--- src/rtl/sw_handshake_port.sv ---
// CPU-side end of the DE0 switch/LED handshake.
// Synchronises the switch byte and strobe into clk, debounces the strobe,
// runs the strobe-high / consume / strobe-low handshake and holds the LED register.
module sw_handshake_port #(
  parameter int unsigned DATA_W          = 8,
  parameter int unsigned SYNC_STAGES     = 2,
  parameter int unsigned DEBOUNCE_CYCLES = 4
) (
  input  logic              clk,
  input  logic              nReset,
  input  logic [DATA_W-1:0] sw_data,
  input  logic              sw_strobe,
  output logic              in_valid,
  output logic [DATA_W-1:0] in_data,
  input  logic              in_ack,
  input  logic              out_we,
  input  logic [DATA_W-1:0] out_data,
  output logic [DATA_W-1:0] LED,
  output logic [1:0]        hs_state
);

  localparam int unsigned CNT_W = (DEBOUNCE_CYCLES > 1) ? $clog2(DEBOUNCE_CYCLES) : 1;

  typedef enum logic [1:0] {
    WAIT_HI = 2'd0,
    HOLD    = 2'd1,
    WAIT_LO = 2'd2
  } hs_state_t;

  logic [SYNC_STAGES-1:0] strobe_sync;
  logic [DATA_W-1:0]      data_sync [SYNC_STAGES];
  logic                   strobe_s;
  logic [DATA_W-1:0]      data_s;

  logic [CNT_W-1:0]       db_cnt;
  logic                   db_s;

  hs_state_t              state_q;
  hs_state_t              state_d;
  logic                   valid_d;
  logic [DATA_W-1:0]      data_d;

  // Multi-flop synchronisers for the strobe and each data bit; data is not debounced.
  always_ff @(posedge clk or negedge nReset) begin
    if (!nReset) begin
      strobe_sync <= '0;
      for (int i = 0; i < int'(SYNC_STAGES); i++) begin
        data_sync[i] <= '0;
      end
    end else begin
      strobe_sync <= {strobe_sync[SYNC_STAGES-2:0], sw_strobe};
      data_sync[0] <= sw_data;
      for (int i = 1; i < int'(SYNC_STAGES); i++) begin
        data_sync[i] <= data_sync[i-1];
      end
    end
  end

  assign strobe_s = strobe_sync[SYNC_STAGES-1];
  assign data_s   = data_sync[SYNC_STAGES-1];

  // Debounce: flip only after DEBOUNCE_CYCLES consecutive differing synced samples.
  always_ff @(posedge clk or negedge nReset) begin
    if (!nReset) begin
      db_cnt <= '0;
      db_s   <= 1'b0;
    end else if (strobe_s == db_s) begin
      db_cnt <= '0;
    end else if (db_cnt == CNT_W'(DEBOUNCE_CYCLES - 1)) begin
      db_s   <= strobe_s;
      db_cnt <= '0;
    end else begin
      db_cnt <= db_cnt + CNT_W'(1);
    end
  end

  // Handshake next-state and next-output logic.
  always_comb begin
    state_d = state_q;
    valid_d = in_valid;
    data_d  = in_data;
    unique case (state_q)
      WAIT_HI: begin
        if (db_s) begin
          data_d  = data_s;
          valid_d = 1'b1;
          state_d = HOLD;
        end
      end
      HOLD: begin
        // Byte stays frozen here regardless of switch or strobe activity.
        if (in_ack) begin
          valid_d = 1'b0;
          state_d = WAIT_LO;
        end
      end
      WAIT_LO: begin
        if (!db_s) begin
          state_d = WAIT_HI;
        end
      end
      default: begin
        valid_d = 1'b0;
        state_d = WAIT_HI;
      end
    endcase
  end

  // Handshake state and registered CPU-facing outputs.
  always_ff @(posedge clk or negedge nReset) begin
    if (!nReset) begin
      state_q  <= WAIT_HI;
      in_valid <= 1'b0;
      in_data  <= '0;
    end else begin
      state_q  <= state_d;
      in_valid <= valid_d;
      in_data  <= data_d;
    end
  end

  assign hs_state = state_q;

  // CPU-written LED register, independent of the handshake.
  always_ff @(posedge clk or negedge nReset) begin
    if (!nReset) begin
      LED <= '0;
    end else if (out_we) begin
      LED <= out_data;
    end
  end

endmodule

--- config.mk ---
export PLATFORM = sky130hd
export DESIGN_NAME = sw_handshake_port
export DESIGN_NICKNAME = d
export VERILOG_FILES = /design/src/rtl/sw_handshake_port.sv
export SDC_FILE = /design/constraint.sdc
export NUM_CORES = 1
export LEC_CHECK = 0
export CAP_MARGIN = 30
export CORE_ASPECT_RATIO = 1.25
export CORE_UTILIZATION = 41
export CTS_CLUSTER_SIZE = 28
export DETAILED_ROUTE_END_ITERATION = 10
export PLACE_DENSITY = 0.7
export SLEW_MARGIN = 20
export SYNTH_ARGS = -nofsm -noshare
export SYNTH_HDL_FRONTEND = slang
export SYNTH_SLANG_ARGS = --single-unit
export TNS_END_PERCENT = 50
--- constraint.sdc ---
create_clock -name clk -period 1.2 [get_ports clk]
set_input_delay 0.24 -clock clk [delete_from_list [all_inputs] [get_ports clk]]
set_output_delay 0.24 -clock clk [all_outputs]
set_load 0.1 [all_outputs]
[Word-level counts from Yosys, hierarchy flattened]
Index checks and enable logic that the tools add are counted.
Word-level totals
  memory bits (read-only): 0
  memory bits (writable): 0
  word-level logic and storage cells: 33
  bits of input ports: 21
  bits in latches: 0
  register bits: 40
  memories kept: 0
Operators by class
  div/mod/pow operators: 0
  reduce and logical (&&, ||, !) cells: 5
  $lt $le $gt $ge: 0
  shift-type cells: 0
  muxes and demuxes: 9
  equality and inequality tests: 7
  multipliers: 0
  add/sub/neg operators: 1
  bitwise gates (word level): 2
Operators by type and width (count)
  2-to-1 mux 2 bit: 5
  != test 2 bit (second input constant): 3
  one-hot mux 2 bit (3 select lines): 1
  AND reduction 3 bit: 2
  == test 2 bit (second input constant): 2
  AND reduction 2 bit: 2
  one-hot mux 1 bit (3 select lines): 1
  adder 2 x 1 -> 2 bit (second input constant): 1
  == test 2 x 1 -> 1 bit (second input constant): 1
  zero test 2 bit: 1
  2-to-1 mux 1 bit: 2
  NOT 1 bit: 2
  == test 1 bit: 1

[Depth between registers and ports, before layout]
  depth after elaboration: 3
  gate-level depth with buffers: 4
  gate-level depth less buffers: 3

[Worst setup path after synthesis]
OpenSTA, ideal clock, no wires.
  kind: register to register
  start point: reg state_q[0], in the netlist hs_state[0]
  end point: reg in_data[0]
  library setup time: 0.126 ns
  cell stages (with the launch flop): 5
  path slack: -0.596 ns
  arrival: 1.669 ns
  buffers on the path: 1
  period minus slack after synthesis: 1.796 ns
  data required time: 1.074 ns
  cell sequence: dfrtp_1 > nor2b_4 > nor2b_4 > buf_12 > mux2_4
Between the ends
  word-level cells in the longest chain between the ends: 2
Ends and longest elaborated chain
  from (decl): RTL line 38  | hs_state_t state_q;
  from (signal assigned): RTL line 116  | state_q <= state_d;
  zero test 2 bit: RTL line 82  | unique case (state_q)
  AND reduction 2 bit (no line)
  to (signal assigned): RTL line 118  | in_data <= data_d;
  to (decl): RTL line 14  | output logic [DATA_W-1:0] in_data,
Every way passes these cells.
A chain may end at the register's enable or synchronous reset.

[Worst setup path in the final report]
  start point: reg state_q[0], in the netlist hs_state[0]
  end point: out hs_state[0]
RTL lines
  to (decl): RTL line 19  | output logic [1:0] hs_state
No word-level cell between the ends.

==> load_flow_metrics.sql <==
INSERT INTO impl_metrics (metric_group, metric, value, unit) VALUES
('detailed_routing', 'via_per_inst', '4.682', ''),
('detailed_routing', 'wl_per_cell', '13.82', 'um'),
('cells_and_area', 'layout-drive-gt1-share', '0.4701', ''),
('status', 'violations', 'setup timing', ''),
('placed_design', 'place.gp.congestion', '0.7930', ''),
('timing', 'timing.final.max_slew_violations', '0', ''),
('placed_design', 'hpwlAfterDp', '1795', 'um'),
('timing', 'clock-skew-final', '0.006172', 'ns'),
('detailed_routing', 'postRouteAntennaNets', '0', ''),
('cells_and_area', 'register_area', '1007', 'um2'),
('synthesis', 'synthesis.nets', '96', ''),
('cells_and_area', 'final_common_cell', 'dfrtp_1', ''),
('worst_setup_path', 'critical_path.max_stage_delay', '0.52', 'ns'),
('timing', 'setup_repair_after_global_routing_missed_its_margin', 'yes', ''),
('cts', 'cts_buffers', '5', ''),
('grt', 'grt_start_max_net_pins', '18', ''),
('grt', 'vias_in_the_first_global_route', '939', ''),
('cells_and_area', 'multi_input_area', '314.1', 'um2'),
('cells_and_area', 'nets', '155', ''),
('synthesis', 'synth.lib_cells_used.distinct', '17', ''),
('cts', 'tritoncts', 'done', ''),
('worst_setup_path', 'worst_path_max_delay_cell', 'dfrtp_4', ''),
('cts', 'cts-root-to-sink-buffers', '2', ''),
('flow_run', 'cap_violations', '0', ''),
('cts', 'clock_latency_late_sink', '0.34', 'ns'),
('worst_setup_path', 'crit_buf_inv', '2', ''),
('floorplanning', 'num_rows', '22', ''),
('grt', 'grt_first_pass_wirelength', '4036', 'um'),
('worst_setup_path', 'worst-setup-path-type', 'reg -> out', ''),
('detailed_routing', 'drt_drc_violations_left', '0', ''),
('timing', 'fmax', '725.1', 'MHz'),
('pwr', 'max-vdd-ir-drop', '2.551', 'mV'),
('synthesis', 'postSynthCellCount', '74', ''),
('timing', 'slew-limit-headroom', '0.7391', ''),
('pwr', 'fin_total_pwr', '6.423', 'mW'),
('worst_hold_path', 'worstHoldPathType', 'in -> reg', ''),
('grt', 'globalRoute.totalOverflow', '0', ''),
('cells_and_area', 'postLayoutCoreUtil', '0.7190', ''),
('grt', 'antenna_violations_before_repair', '0', ''),
('timing', 'timing_worst_slew_pin_value', '0.3913', 'ns'),
('cts', 'clock-root-buffer', 'clkbuf_4', ''),
('floorplanning', 'die_width', '53.28', 'um'),
('pwr', 'power_per_cell_area', '2950', 'nW/um2'),
('grt', 'grt_usage', '0.1694', ''),
('cells_and_area', 'layout_common_cells', '37 x dfrtp_1, 21 x buf_12, 19 x clkdlybuf4s50_1', ''),
('placed_design', 'placement.cell_area', '2042', 'um2'),
('synthesis', 'syn_avg_cell_area', '18.21', 'um2'),
('floorplanning', 'top_level_ports', '40', ''),
('worst_setup_path', 'kind_of_capture_point_of_the_worst_setup_path', 'output port', ''),
('detailed_routing', 'firstDrtPassIters', '3', ''),
('timing', 'final.setup.tns', '-1.364', 'ns'),
('synthesis', 'synth_area', '1348', 'um2'),
('floorplanning', 'floorplan.die_area', '3521', 'um2'),
('worst_setup_path', 'cell_breakdown_of_the_critical_path', 'buf_6 > buf_12', ''),
('worst_setup_path', 'crit_arrival', '1.14', 'ns'),
('detailed_routing', 'detailroute.via_count', '796', ''),
('worst_setup_path', 'critical_path_required', '0.96', 'ns'),
('worst_setup_path', 'largest_delay_contributor_family_on_the_critical_path', 'flip-flops', ''),
('cts', 'cts_sinks', '40', ''),
('timing', 'setup-violations-final', '10', ''),
('floorplanning', 'floorplan.core_area', '3028', 'um2'),
('synthesis', 'ys_ff_latch', '40', ''),
('cts', 'clk_transition_reported_paths', '0.11', 'ns'),
('synthesis', 'synth_warn', '0', ''),
('timing', 'finalHoldViolCount', '0', ''),
('detailed_routing', 'drt_iter0_markers', '6', ''),
('floorplanning', 'floorplan.initialDensity', '0.4450', ''),
('placed_design', 'placement.io_buffers', '39', ''),
('synthesis', 'synth_seq_area_share', '0.7428', ''),
('timing', 'timing.final.crit_share', '1.149', ''),
('cells_and_area', 'design_area', '2177', 'um2'),
('timing', 'fin_ws', '-0.1791', 'ns'),
('status', 'result_of_the_run', 'complete, but fails checks', ''),
('detailed_routing', 'totalWireLength', '2349', 'um'),
('timing', 'holdWs', '0.3282', 'ns'),
('cts', 'htreeDepth', '2', ''),
('floorplanning', 'die_height', '66.10', 'um'),
('cells_and_area', 'fillCellCount', '211', ''),
('cells_and_area', 'area_growth', '61.56', '%'),
('pwr', 'static-leakage-power', '0.9921', 'nW'),
('worst_setup_path', 'timing.critical_path.fanout_max', '2', ''),
('worst_setup_path', 'timing.critical_path.from_type', 'register', ''),
('timing', 'post-route-min-period', '1.379', 'ns'),
('cells_and_area', 'antenna-diode-count', '0', '');
through the flow:
| step | instances | setup WS [ns] |
|---|---|---|
| after global routing | 170 | -0.2138 |
| after global placement | 156 | -0.1004 |
| final | 170 | -0.1791 |
| after CTS | 170 | -0.2022 |
| after floorplan | 74 | -0.2846 |
| after detailed placement | 156 | -0.1219 |
layout make-up:
| cell class | count | share of cell area |
|---|---|---|
| timing repair buffer | 54 | 0.3322 |
| tap | 36 | 0.02069 |
| inverter | 2 | 0.003448 |
| multi-input combinational | 30 | 0.1443 |
| clock buffer | 5 | 0.01724 |
| sequential | 40 | 0.4626 |
| clock inverter | 3 | 0.01954 |
cells in the mapped netlist, drive strengths merged:
master,n,area share
o22ai,1,0.0046
nor2b,3,0.025
mux2,17,0.16
o21ai,2,0.0074
dfrtp,40,0.74
buf,2,0.019
a21oi,1,0.0037
ha,1,0.0093
xnor2,1,0.0065
nor3,1,0.0037
nand2,2,0.0056
inv,2,0.0056
nor2,1,0.0028
kinds of logic (layout without fill, tap and decap cells):
family                     Yosys count  in the layout  synth area share
AOI/OAI and AO/OA                    4              4           0.01578
buffers and inverters                4             64           0.02414
xor gates and xnor gates             1              1          0.006501
DFF                                 40             40            0.7428
and+or+nand+nor                      7              7           0.03714
adders and majority gates            1              1          0.009284
muxes                               17             17            0.1644
where the power goes:
group	total [mW]	leakage, nW	internal [mW]	switching (mW)
Clock	0.852	0.0412	0.434	0.418
Combinational	3.65	0.483	1.57	2.07
Sequential	1.92	0.468	1.66	0.265
Total	6.42	0.992	3.67	2.76
routing by layer:
metal	wire, um	global-route usage	share of wire
met1	815	0.1736	0.35
met2	1288	0.2844	0.55
met3	195	0.07816	0.083
met4	50	0.07895	0.021
met5	0	0	0
worst paths after layout:
check / start / to / slack (ns) / depth (start not counted)
min in group asynchronous: nReset / data_s[7] / 0.34 / 2
worst max-delay path: hs_state[0] / hs_state[0] / -0.18 / 2
worst min-delay path: sw_data[5] / data_sync[13] / 0.33 / 1
max in group asynchronous: nReset / data_sync[14] / 0.40 / 3
worst max register to register: hs_state[0] / in_data[1] / -0.15 / 4
worst min register to register: data_sync[12] / data_s[4] / 0.36 / 0
registers in the layout, indices dropped and copies added, names as in the netlist:
| signal | cells |
|---|---|
| LED | 8 |
| in_data | 8 |
| db_cnt | 2 |
| strobe_sync | 2 |
| hs_state | 2 |
| data_s | 8 |
| data_sync | 8 |
| in_valid | 1 |
| db_s | 1 |
what timing repair did:
action	in CTS	in global routing
cloned	0	0
hold buffers	1	0
endpoints found under the hold margin	15	0
setup endpoints to repair	26	27
buffers inserted	5	0
gates resized for setup	2	0
Power figures use the tool's default switching activity.
